## src/rtl/lut_table_writer.sv

```systemverilog
// lut_table_writer: byte-wise loader for a 1-bit lookup table.
// Bytes go to a shadow table; an XOR checksum byte closes each load. The
// shadow is copied to the active table only when the checksum matches.
// Lookups always read the active table with a fixed one-cycle latency.
module lut_table_writer #(
  parameter int unsigned IN_W   = 6,
  parameter int unsigned NBYTES = (2 ** IN_W) / 8
) (
  input  logic            clk,
  input  logic            rst_n,
  input  logic            cfg_start,
  input  logic            cfg_valid,
  input  logic [7:0]      cfg_data,
  output logic            cfg_ready,
  output logic            cfg_done,
  output logic            cfg_err,
  input  logic            lut_valid_in,
  input  logic [IN_W-1:0] lut_in,
  output logic            lut_out,
  output logic            lut_valid_out
);

  localparam int unsigned DEPTH = 2 ** IN_W;
  localparam int unsigned CNT_W = $clog2(NBYTES + 1);

  typedef enum logic [1:0] {
    IDLE  = 2'd0,
    LOAD  = 2'd1,
    CHECK = 2'd2
  } state_t;

  state_t           state;
  logic [CNT_W-1:0] cnt;
  logic [7:0]       csum;
  logic [DEPTH-1:0] shadow;
  logic [DEPTH-1:0] active;
  logic             xfer_c;

  // A byte moves only when both sides agree on the same cycle.
  assign xfer_c = cfg_valid & cfg_ready;

  // Load sequencer: shadow fill, running checksum, commit or reject.
  always_ff @(posedge clk or negedge rst_n) begin
    if (!rst_n) begin
      state     <= IDLE;
      cnt       <= '0;
      csum      <= '0;
      shadow    <= '0;
      active    <= '0;
      cfg_ready <= 1'b0;
      cfg_done  <= 1'b0;
      cfg_err   <= 1'b0;
    end else begin
      cfg_done <= 1'b0;
      cfg_err  <= 1'b0;
      case (state)
        IDLE: begin
          if (cfg_start) begin
            state     <= LOAD;
            cnt       <= '0;
            csum      <= '0;
            cfg_ready <= 1'b1;
          end
        end
        LOAD: begin
          if (cfg_start) begin
            // Restart wins over a coincident byte, which is dropped.
            cnt  <= '0;
            csum <= '0;
          end else if (xfer_c) begin
            for (int k = 0; k < int'(NBYTES); k++) begin
              if (cnt == CNT_W'(k)) shadow[k*8 +: 8] <= cfg_data;
            end
            csum <= csum ^ cfg_data;
            cnt  <= cnt + CNT_W'(1);
            if (cnt == CNT_W'(NBYTES - 1)) state <= CHECK;
          end
        end
        CHECK: begin
          if (cfg_start) begin
            state <= LOAD;
            cnt   <= '0;
            csum  <= '0;
          end else if (xfer_c) begin
            if (cfg_data == csum) begin
              active   <= shadow;
              cfg_done <= 1'b1;
            end else begin
              cfg_err  <= 1'b1;
            end
            state     <= IDLE;
            cfg_ready <= 1'b0;
          end
        end
        default: begin
          state     <= IDLE;
          cfg_ready <= 1'b0;
        end
      endcase
    end
  end

  // Lookup pipe: reads the pre-update active table on a commit edge.
  always_ff @(posedge clk or negedge rst_n) begin
    if (!rst_n) begin
      lut_out       <= 1'b0;
      lut_valid_out <= 1'b0;
    end else begin
      lut_valid_out <= lut_valid_in;
      if (lut_valid_in) lut_out <= active[lut_in];
    end
  end

endmodule

```

## config.mk

```make
export PLATFORM = sky130hd
export DESIGN_NAME = lut_table_writer
export DESIGN_NICKNAME = d
export VERILOG_FILES = /design/src/rtl/lut_table_writer.sv
export SDC_FILE = /design/constraint.sdc
export NUM_CORES = 1
export LEC_CHECK = 0
export CAP_MARGIN = 20
export CORE_UTILIZATION = 55
export DETAILED_ROUTE_END_ITERATION = 12
export PLACE_DENSITY = 0.84
export SLEW_MARGIN = 10
export SYNTH_ARGS = -nofsm -noshare
export SYNTH_HDL_FRONTEND = slang
export SYNTH_SLANG_ARGS = --single-unit
```

## constraint.sdc

```tcl
create_clock -name clk -period 2.27 [get_ports clk]
set_clock_uncertainty 0.05 [all_clocks]
set_input_delay 0.5675 -clock clk [delete_from_list [all_inputs] [get_ports clk]]
set_output_delay 0.5675 -clock clk [all_outputs]
set_load 0.02 [all_outputs]
```

---- Word level (Yosys, flattened, before mapping) ----
Cells that the tools add are included.
word-level totals
  output and inout bits ................... 5
  bits of input ports ..................... 19
  bits in registers ....................... 147
cells by class
  $add $sub $neg .......................... 1
  reduce and logical (&&, ||, !) cells .... 16
  multiplexer cells ....................... 29
  magnitude comparators ................... 1
  bitwise logic cells ..................... 4
  eq/ne operators ......................... 19
operators with widths
  kind                   count
  $reduce_and A4 Y1      10
  $mux W8                3
  $eq A4 B3 Y1 const B   4
  $pmux W8 S2            1
  $mux W1                12
  $mux W2                6
  $mux W4                3
  $ne A2 B2 Y1 const B   6
  $eq A4 B2 Y1 const B   2
  $eq A8 B8 Y1           1
  $pmux W4 S2            1
  $xor A8 B8 Y8          1
  $lt A6 B7 Y1 const B   1
  $bmux W1 S6            1
  $ne A3 B3 Y1 const B   2
  $pmux W2 S3            1
  $reduce_and A5 Y1      1
  $add A4 B1 Y4 const B  1
  $eq A4 B1 Y1 const B   1
  $logic_not A4 Y1       1
  $pmux W1 S3            1
  $reduce_and A3 Y1      1
  $eq A2 B1 Y1 const B   1
  $eq A2 B2 Y1 const B   1
  other kinds (6)        7

---- Depth between registers and ports, before layout ----
Gate-level depths: netlist of the first run.
  word-level depth ........................ 5
  mapped depth ............................ 7

---- Least setup slack after synthesis of the first run ----
OpenSTA, ideal clock, no wires.
  kind .................................... in2reg
  from .................................... input cfg_data[0]
  to ...................................... register active[14]
  stages .................................. 7
  arrival ................................. 1888 ps
  setup slack ............................. 207 ps
  setup time .............................. 125 ps
  buffers on the path ..................... 2
  cell sequence ........................... xor2_1 nor4_1 nand2_1 nor2_1 buf_4 buf_4 mux2_2
on the way
  cells in the longest elaborated chain, start to end .. 2
RTL lines
  item                                line  RTL
  start, declared                     13    input logic [7:0] cfg_data,
  $eq A8 B8 Y1                        85    if (cfg_data == csum) begin
  $reduce_and A4 Y1 (no source line)  n/a
  end signal, assigned                86    active <= shadow;
  end, declared                       36    logic [DEPTH-1:0] active;
No other way between the ends.
A chain may end at the register's enable or synchronous reset.

---- Worst setup path after layout of the first run ----
  from .................................... input lut_in[0]
  to ...................................... register lut_out
on the way
  cells in the longest elaborated chain, start to end .. 2
RTL lines
  item                           line  RTL
  start, declared                18    input logic [IN_W-1:0] lut_in,
  $bmux W1 S6                    110   if (lut_valid_in) lut_out <= active[lut_in];
  $mux W1 (not written as such)  110
  end signal, assigned           110
  end, declared                  19    output logic lut_out,
No other way between the ends. The select of a mux whose other input is x is not followed.

==> out/results.txt, run 1 <==
Synth Register Bits -> 147
Antenna Cells -> 0
routed vias/inst -> 6.010
Syn Inst Count -> 452
reg-to-reg setup timing slack -> 0.06 ns
Synth Area in XOR/XNOR -> 1.079%
final wirelength -> 15410 microns
Final setup viols -> 0
I/O Pins -> 24
Synth area leader -> dfrtp_1
status -> finished clean
Hold Violations, Final -> 0
Post-synth ARST share -> 100.0%
die area -> 12240 sq um
Adder-Cell Fraction of Synth Area -> 0.7710%
GPL Wtd Cong -> 0.8201
Seq/Total Area, Yosys -> 56.67%
Area contributors post-synth -> dfrtp_1, mux2_2, mux2i_1
Post-Syn Area per Cell -> 14.36 sq um
Layout fillers -> 677
Pre-Repair DR Iteration Count -> 6
Routed WL per cell -> 22.59 microns
share of layout cells above drive strength 1 -> 44.53%
max-cap viol count -> 0
Tightest Pin Transition -> 0.5787 ns
fin nets -> 549
Fin Setup TNS -> 0 ns
Internal -> 4900 uW
vias -> 4099
Slew Viols, Final -> 0
post-DP HPWL -> 8983 microns
switching fraction of total power -> 22.80%
GRT Util Overall -> 26.71%
Cell Area, Synth -> 6491 sq um
DRC Markers -> 0
Arrival @ worst endpoint -> 2.47 ns
Synth top area share -> 56.67%
commonest non-fill, non-tap cell in the layout -> dfrtp_1
# rows -> 39
die height -> 110.6 microns
Final Util -> 69.72%
# hold bufs at CTS -> 0
sequential power share -> 45.5%
largest net degree at the start of global routing -> 51
post-synthesis cell type count -> 40
Critical Path End Type -> register
Main synth FF type -> dfrtp_1
global-route wire length before repair -> 24540 microns
syn_nets -> 475
number of buffers created by CTS -> 17
Clk Tree Root Cell -> clkbuf_16
synth warn -> 0
Critical R2R Launch -> csum[1]
Worst Path Max Fanout -> 9
Port Buf Inserts -> 23
PD cells -> 793.8 nW/um^2
worst-skew pair later-pin latency -> 0.42 ns
Slew HR -> 61.42%
clock tree from TritonCTS -> built
H-Tree Depth -> 4
Min-Delay Path Class -> in2async
initial antenna violation count -> 0
die width -> 110.6 microns
CP required -> 2.52 ns
Core ar. -> 11470 sq um
R2R depth -> 8
antenna viol nets, final -> 0
Initial Utilization -> 56.61%
VDD IR max -> 916.6 uV
Initial DRC Count -> 197
mux cell area share after synthesis -> 28.80%
Gate power share -> 8.2%
Tcrit/Tclk final -> 97.48%
Area Growth Syn to Fin -> 23.17%
Synth Area in Compound Gates -> 3.951%
Post-Synth Simple-Gate Area -> 5.648%
clock share of power -> 46.3%
commonest cells after routing, fill and taps aside -> dfrtp_1, mux2_2, buf_4
largest family of logic cells by synthesized area -> multiplexers
vias in the first global route -> 4469
Clock Pin Slew Worst Setup and Hold Paths -> 0.06 ns
residual overflow from global routing -> 0
CTS Sinks -> 147
NetSw -> 1447 uW
Clock Tree Buf Depth -> 2
leakage -> 0.003942 uW
R2R Path End -> active[35]
Startpoint Class -> primary input
post-route minimum period -> 2.213 ns
number of synthesized flops with an enable pin -> 0
CP Class -> in2reg
f_max -> 451.9 MHz
==> worst max-delay path by stage <==
stage | slack, ns | endpoint | start | depth (start not counted)
after floorplan | 0.21 | active[14] | cfg_data[0] | 7
after detailed placement | -0.49 | active[22] | cfg_data[5] | 7
after global routing | -0.003 | active[35] | csum[6] | 7
after global placement | -0.42 | active[18] | cfg_data[5] | 7
after CTS | 0.007 | active[50] | csum[1] | 8
final | 0.06 | lut_out | lut_in[0] | 6
==> cell usage after synthesis (all sizes together) (3+ instances only) <==
library cell and count:
a21oi 3, a22oi 5, buf 16, clkbuf 11
dfrtp 147, ha 4, inv 8, mux2 128
mux2i 21, mux4 9, nand2 15, nand2b 10
nand3 6, nor2 14, nor3 5, o21ai 19
xor2 8
==> cells by family (layout without fill, tap and decap cells) <==
group | count (synthesis) | count (layout)
muxes | 158 | 158
DFF | 147 | 147
and+or+nand+nor | 60 | 60
AOI/OAI and AO/OA | 40 | 40
buffers and inverters | 35 | 122
xor gates and xnor gates | 8 | 8
adders and majority gates | 4 | 4
==> power by group through the flow <==
stage / clock (uW) / sequential (uW) / combinational (uW)
after CTS: 2950 / 2880 / 506
after global placement: 0 / 2900 / 473
after detailed placement: 0 / 2920 / 497
final: 2940 / 2890 / 522
after global routing: 3070 / 2900 / 563
after floorplan: 0 / 2890 / 280
==> critical path: stages <==
cell and delay (ns):
clkdlybuf4s50_1 0.52, buf_12 0.17, mux4_2 0.51, mux2i_1 0.31, mux4_2 0.31, a31oi_1 0.08
==> layer usage <==
layer	track usage, %	vias up	part of all wire [%]
met1	32.65	2140	40
li1	-	1770	-
met4	16.00	0	5.3
met2	43.93	133	51
met3	5.434	56	3.8
met5	0	-	0
==> area by class of cell <==
| cell class | instances | area, sq um | share of cell area (%) |
|---|---|---|---|
| Tap cell | 143 | 178.9 | 2.238 |
| Multi-Input combinational cell | 270 | 2629 | 32.88 |
| Clock inverter | 11 | 158.9 | 1.987 |
| Sequential cell | 147 | 3679 | 46.01 |
| Timing Repair Buffer | 82 | 869.6 | 10.88 |
| Clock buffer | 21 | 450.4 | 5.634 |
| Inverter | 8 | 30.03 | 0.3756 |
==> stage by stage <==
stage | setup slack, ns | power (uW) | hold WS (ns) | instance area, sq um | cells
3_3_place_gp | -0.4153 | 3378 | 0.4304 | 7214 | 636
5_1_grt | -0.002649 | 6537 | 0.06105 | 7995 | 682
2_1_floorplan | 0.2072 | 3172 | 0.2219 | 6491 | 452
4_1_cts | 0.007269 | 6330 | 0.05690 | 7933 | 676
6_report | 0.05713 | 6347 | 0.03300 | 7995 | 682
3_5_place_dp | -0.4875 | 3417 | 0.4344 | 7214 | 636
==> repair_timing <==
item	CTS	global route
setup endpoints to repair	64	6
setup buffers	6	6
endpoints found under the hold margin	0	0
cloned	2	0
gates resized for setup	12	2
pin swaps	5	4
==> flip-flops by register name, indices dropped and copies added (netlist names), 2 cells and up <==
name    cells
active     64
shadow     64
csum        8
cnt         4
state       2
(Power assumes the default switching activity.)
==> run 2: changes to the inputs <==
--- a/config.mk
+++ b/config.mk
@@ -8,7 +8,7 @@
 export CAP_MARGIN = 20
 export CORE_UTILIZATION = 55
 export DETAILED_ROUTE_END_ITERATION = 12
-export PLACE_DENSITY = 0.84
+export PLACE_DENSITY = 0.87
 export SLEW_MARGIN = 10
 export SYNTH_ARGS = -nofsm -noshare
 export SYNTH_HDL_FRONTEND = slang
==> constraint.sdc (replaced) <==
create_clock -name clk -period 1.8 [get_ports clk]
set_clock_uncertainty 0.05 [all_clocks]
set_input_delay 0.45 -clock clk [delete_from_list [all_inputs] [get_ports clk]]
set_output_delay 0.45 -clock clk [all_outputs]
set_load 0.02 [all_outputs]
==> out/results.txt, run 2 (synthesis results as in run 1) <==
DRC Markers -> 0 (unchanged)
R2R Path End -> active[58] (was active[35])
GPL Wtd Cong -> 0.7951 (was 0.8201)
status -> finished, violations left (was finished clean)
Critical Path End Type -> register (unchanged)
Tcrit/Tclk final -> 118.9%
Clock Tree Buf Depth -> 2 (unchanged)
Slew HR -> 72.28% (was 61.42%)
Pre-Repair DR Iteration Count -> 5 (was 6)
Clk Tree Root Cell -> clkbuf_16 (unchanged)
Worst Setup EP -> active[58] (was lut_out)
Slowest-stage cell, CP -> clkdlybuf4s50_1 (unchanged)
CTS Sinks -> 147 (unchanged)
die area -> 12240 sq um (unchanged)
commonest non-fill, non-tap cell in the layout -> dfrtp_1 (unchanged)
Min-Delay Path Class -> reg2reg (was in2async)
die height -> 110.6 microns (unchanged)
Critical R2R Launch -> csum[1] (unchanged)
Final setup viols -> 95 (was 0)
Antenna Cells -> 0 (unchanged)
Initial DRC Count -> 289 (was 197)
Setup WS post-layout -> -0.3394 ns (was 0.05713 ns)
failing checks -> setup timing
Startpoint Class -> primary input (unchanged)
CP peak stage delay -> 0.47 ns (was 0.52 ns)
CP Class -> in2reg (unchanged)
global-route wire length before repair -> 27400 microns (was 24540 microns)
# rows -> 39 (unchanged)
Area Growth Syn to Fin -> 31.19% (was 23.17%)
die width -> 110.6 microns (unchanged)
Routed WL per cell -> 26.14 microns (was 22.59 microns)
clock tree from TritonCTS -> built (unchanged)
GRT Util Overall -> 30.50% (was 26.71%)
Sequential Area -> 3680 sq um (was 3679 sq um)
Core ar. -> 11470 sq um (unchanged)
largest net degree at the start of global routing -> 46 (was 51)
Tightest Pin Transition -> 0.4158 ns (was 0.5787 ns)
Clock Pin Slew Worst Setup and Hold Paths -> 0.06 ns (about the same)
R2R depth -> 7 (was 8)
Regs by FF count -> active: 64 flops, shadow: 64 flops, csum: 8 flops (unchanged)
initial antenna violation count -> 0 (unchanged)
antenna viol nets, final -> 0 (unchanged)
worst-path cell chain -> clkdlybuf4s50_1, xor2_1, nor4_2, nand2_1, nor2_4, buf_6, clkbuf_16, mux2_4 (was clkdlybuf4s50_1, buf_12, mux4_2, mux2i_1, mux4_2, a31oi_1)
Arrival @ worst endpoint -> 2.40 ns (was 2.47 ns)
post-route minimum period -> 2.139 ns
vias -> 4340 (was 4099)
vias in the first global route -> 4816 (was 4469)
max-cap viol count -> 0 (unchanged)
residual overflow from global routing -> 0 (unchanged)
RSZ-0062 raised after global routing -> yes
H-Tree Depth -> 4 (unchanged)
fin nets -> 561 (was 549)
total power -> 7764 uW (was 6347 uW)
routed vias/inst -> 6.272 (was 6.010)
final wirelength -> 18090 microns (was 15410 microns)
leakage -> 0.004184 uW (was 0.003942 uW)
I/O Pins -> 24 (unchanged)
area of the multi-input gates -> 3033 sq um (was 2629 sq um)
f_max -> 467.4 MHz
commonest cells after routing, fill and taps aside -> dfrtp_1, mux2_4, buf_4 (was dfrtp_1, mux2_2, buf_4)
VDD IR max -> 661.3 uV (was 916.6 uV)
number of buffers created by CTS -> 17 (unchanged)
Hold Violations, Final -> 0 (unchanged)
reg-to-reg setup timing slack -> -0.29 ns (was 0.06 ns)
Worst Path Max Fanout -> 8 (was 9)
CP Launch Point -> cfg_data[0] (was lut_in[0])
Layout fillers -> 612 (was 677)
Port Buf Inserts -> 23 (unchanged)
PD cells -> 911.8 nW/um^2 (was 793.8 nW/um^2)
share of layout cells above drive strength 1 -> 46.99% (was 44.53%)
Slew Viols, Final -> 0 (unchanged)
CP required -> 2.06 ns (was 2.52 ns)
Initial Utilization -> 56.61% (unchanged)
worst-skew pair later-pin latency -> 0.43 ns (was 0.42 ns)
post-DP HPWL -> 9307 microns (was 8983 microns)
Final Util -> 74.26% (was 69.72%)
==> run 2: changes by cell type in the layout (fill, tap and decap cells not counted), moves of 3 or more <==
cell             delta
nand2_4             +3
bufinv_16           -3
buf_6               +3
clkdlybuf4s50_1     -5
buf_4               +4
nand2_2             -3
clkinv_2            -3
mux2_4             +92
mux2_2             -92
==> run 2: timing repair <==
| action | 4_1_cts | 5_1_grt |
|---|---|---|
| endpoints found under the setup margin | 134 | 122 |
| pin swaps | 3 | 6 |
| hold buffers | 1 | 0 |
| hold endpoints to repair | 39 | 0 |
| setup buffers | 12 | 3 |
| cloned | 6 | 2 |
| resized for setup | 39 | 32 |
==> run 2: how the worst min path moves through the flow <==
stage               startpoint    endpoint  slack, ns  depth (start not counted)
finish              shadow[15]  active[15]       0.45                          1
global route        shadow[15]  active[15]       0.45                          1
CTS                 shadow[15]  active[15]       0.45                          1
detailed placement       rst_n  active[26]       0.35                          1
global placement         rst_n  active[30]       0.34                          1
floorplan                rst_n   active[0]       0.10                          0
==> run 2: where the power goes <==
part           leakage, uW  internal (uW)  switching (uW)
Combinational      0.00191            425             369
Clock             0.000263           1990            1320
Sequential         0.00201           3510             149
==> run 2: area by class of cell <==
cell class | count | share of cell area, %
timing repair buffer | 94 | 12.40
sequential | 147 | 43.21
clock inverter | 5 | 0.6171
tap | 143 | 2.101
clock buffer | 25 | 5.701
multi-input combinational | 270 | 35.62
inverter | 8 | 0.3526
==> run 2: critical path, delay by kind of cell <==
family | cells | cell delay (ns)
AND/OR/NAND/NOR | 3 | 0.66
XOR/XNOR | 1 | 0.18
multiplexers | 1 | 0.31
buffers and inverters | 3 | 0.80
==> run 2: metal layers <==
metal / part of all wire [%] / routed length [microns] / track usage (%)
met5: 0 / 0 / 0
met4: 4.5 / 808 / 15.11
met2: 49 / 8868 / 49.15
met1: 40 / 7246 / 38.00
met3: 6.4 / 1162 / 8.397
==> run 2: metrics by stage <==
step	std cells	setup slack (ns)	hold WS, ns	cell area, sq um	setup TNS [ns]
after floorplan	452	-0.1082	0.1044	6800	-8.008
final	692	-0.3394	0.4511	8516	-21.06
after detailed placement	640	-0.8038	0.3473	7493	-93.50
after global routing	692	-0.3294	0.4528	8516	-22.38
after global placement	640	-0.7667	0.3420	7493	-88.40
after CTS	689	-0.2471	0.4493	8398	-12.57
==> run 3: changes to the inputs <==
--- a/config.mk
+++ b/config.mk
@@ -6,10 +6,12 @@
 export NUM_CORES = 1
 export LEC_CHECK = 0
 export CAP_MARGIN = 20
-export CORE_UTILIZATION = 55
+export CORE_UTILIZATION = 45
 export DETAILED_ROUTE_END_ITERATION = 12
-export PLACE_DENSITY = 0.87
+export PLACE_DENSITY = 0.75
+export SETUP_SLACK_MARGIN = 0.1
 export SLEW_MARGIN = 10
 export SYNTH_ARGS = -nofsm -noshare
 export SYNTH_HDL_FRONTEND = slang
 export SYNTH_SLANG_ARGS = --single-unit
+export TNS_END_PERCENT = 100
==> out/results.txt, run 3 (synthesis results as in run 1) <==
status -> finished, violations left (unchanged)
failing checks -> setup timing (unchanged)
largest net degree at the start of global routing -> 41 (was 46)
Slew Viols, Final -> 0 (unchanged)
Setup WS post-layout -> -0.2641 ns (was -0.3394 ns)
Initial DRC Count -> 241 (was 289)
critical path depth in cells -> 9 (was 8)
Arrival @ worst endpoint -> 2.32 ns (was 2.40 ns)
die area -> 14910 sq um (was 12240 sq um)
post-DP HPWL -> 9094 microns (was 9307 microns)
f_max -> 484.5 MHz (was 467.4 MHz)
vias in the first global route -> 4471 (was 4816)
clock tree from TritonCTS -> built (unchanged)
DRC Markers -> 0 (unchanged)
Startpoint Class -> register (was primary input)
R2R depth -> 9 (was 7)
Antenna Cells -> 0 (unchanged)
GRT Util Overall -> 22.75% (was 30.50%)
post-route minimum period -> 2.064 ns (was 2.139 ns)
Pre-Repair DR Iteration Count -> 4 (was 5)
H-Tree Depth -> 4 (unchanged)
Worst Path Max Fanout -> 9 (was 8)
vias -> 4130 (was 4340)
Tightest Pin Transition -> 0.3241 ns (was 0.4158 ns)
PD cells -> 902.0 nW/um^2 (was 911.8 nW/um^2)
Critical Path End Type -> register (unchanged)
VDD IR max -> 723.2 uV (was 661.3 uV)
Initial Utilization -> 46.40% (was 56.61%)
CP required -> 2.05 ns (was 2.06 ns)
number of buffers created by CTS -> 17 (unchanged)
Tcrit/Tclk final -> 114.7% (was 118.9%)
max-cap viol count -> 0 (unchanged)
CP peak stage delay -> 0.40 ns (was 0.47 ns)
CP Class -> reg2reg (was in2reg)
final wirelength -> 15960 microns (was 18090 microns)
Port Buf Inserts -> 23 (unchanged)
total power -> 8101 uW (was 7764 uW)
die height -> 122.1 microns (was 110.6 microns)
commonest cells after routing, fill and taps aside -> dfrtp_1, mux2_4, buf_4 (unchanged)
die width -> 122.1 microns (was 110.6 microns)
Final setup viols -> 122 (was 95)
Worst Setup EP -> active[61] (was active[58])
Min-Delay Path Class -> in2async (was reg2reg)
CTS Sinks -> 147 (unchanged)
leakage -> 0.004373 uW (was 0.004184 uW)
GPL Wtd Cong -> 0.8352 (was 0.7951)
crit-path leading delay family -> buffers and inverters (unchanged)
initial antenna violation count -> 0 (unchanged)
routed vias/inst -> 5.536 (was 6.272)
fin nets -> 576 (was 561)
dpl cell area -> 7627 sq um (was 7493 sq um)
reg-to-reg setup timing slack -> -0.26 ns (was -0.29 ns)
Hold Violations, Final -> 0 (unchanged)
Slew HR -> 77.77% (was 72.28%)
RSZ-0062 raised after global routing -> yes (unchanged)
worst-skew pair later-pin latency -> 0.42 ns (was 0.43 ns)
Clock Tree Buf Depth -> 2 (unchanged)
worst path bufs/invs -> 4 (was 3)
pre-CTS setup slack -> -0.7772 ns (was -0.8038 ns)
Routed WL per cell -> 21.39 microns (was 26.14 microns)
Fin Setup TNS -> -17.70 ns (was -21.06 ns)
commonest non-fill, non-tap cell in the layout -> dfrtp_1 (unchanged)
Slowest-stage cell, CP -> dfrtp_1 (was clkdlybuf4s50_1)
I/O Pins -> 24 (unchanged)
CP Launch Point -> csum[4] (was cfg_data[0])
Area Growth Syn to Fin -> 38.36% (was 31.19%)
share of layout cells above drive strength 1 -> 51.24% (was 46.99%)
worst-path cell chain -> xor2_1, nor4_1, buf_4, nand2_4, nor2_4, buf_6, buf_8, buf_16, mux2_4 (was clkdlybuf4s50_1, xor2_1, nor4_2, nand2_1, nor2_4, buf_6, clkbuf_16, mux2_4)
Clk Tree Root Cell -> clkbuf_16 (unchanged)
Regs by FF count -> active: 64 flops, shadow: 64 flops, csum: 8 flops (unchanged)
residual overflow from global routing -> 0 (unchanged)
antenna viol nets, final -> 0 (unchanged)
Critical R2R Launch -> csum[4] (was csum[1])
# rows -> 43 (was 39)
Core ar. -> 13990 sq um (was 11470 sq um)
Clock Pin Slew Worst Setup and Hold Paths -> 0.06 ns (about the same)
design area -> 8981 sq um (was 8516 sq um)
global-route wire length before repair -> 24710 microns (was 27400 microns)
R2R Path End -> active[61] (was active[58])
-- run 3: cell count changes in the layout (fill, tap and decap cells not counted), moves of 6 or more --
cell | previous run | this run
nor2_1 | 11 | 2
o21ai_0 | 19 | 4
buf_12 | 11 | 17
o21ai_1 | 0 | 15
-- run 3: worst min path at each step --
| stage | startpoint | endpoint | slack [ns] |
|---|---|---|---|
| final | rst_n | csum[7] | 0.43 |
| after global routing | rst_n | csum[4] | 0.45 |
| after CTS | rst_n | csum[7] | 0.43 |
| after detailed placement | rst_n | csum[7] | 0.33 |
| after global placement | rst_n | csum[7] | 0.32 |
| after floorplan | rst_n | active[0] | 0.10 |
-- run 3: worst reg2reg max path, cell delays in order, from the launching register on --
cell	delay (ns)
dfrtp_1	0.40
xor2_1	0.18
nor4_1	0.27
buf_4	0.18
nand2_4	0.05
nor2_4	0.10
buf_6	0.13
buf_8	0.13
buf_16	0.15
mux2_4	0.31
-- run 3: timing repair --
| item | 4_1_cts | 5_1_grt |
|---|---|---|
| setup buffers | 14 | 7 |
| resized for setup | 64 | 55 |
| hold endpoints to repair | 29 | 0 |
| hold buffers | 1 | 0 |
| endpoints found under the setup margin | 144 | 142 |
| gates cloned | 7 | 4 |
| pin swaps | 12 | 13 |
-- run 3: per-stage QoR --
| step | hold WS, ns | cells | util [%] |
|---|---|---|---|
| floorplan | 0.1044 | 452 | - |
| global placement | 0.3203 | 683 | 54.53 |
| detailed placement | 0.3261 | 683 | 54.53 |
| CTS | 0.4313 | 737 | 62.43 |
| global route | 0.4548 | 746 | 64.20 |
| finish | 0.4326 | 746 | 64.20 |
-- run 3: where the power goes --
group,switching (uW),internal (uW),leakage [uW]
clock,1370,2260,0.000293
sequential,133,3510,0.00201
combinational,375,454,0.00207
total,1880,6220,0.00437
-- run 3: layer usage --
metal	up-vias	share of wire [%]	GRT usage, %
li1	1843	-	-
met1	2158	43	30.74
met2	107	50	34.85
met3	22	4.6	5.571
met4	0	2.2	9.985
met5	-	0	0
-- run 3: layout make-up --
cell class | count | area [sq um]
tap | 180 | 225.2
sequential | 147 | 3680
clock inverter | 12 | 153.9
clock buffer | 20 | 456.7
multi-input combinational | 271 | 3122
timing repair buffer | 108 | 1314
fill | 968 | 5007
inverter | 8 | 30.03
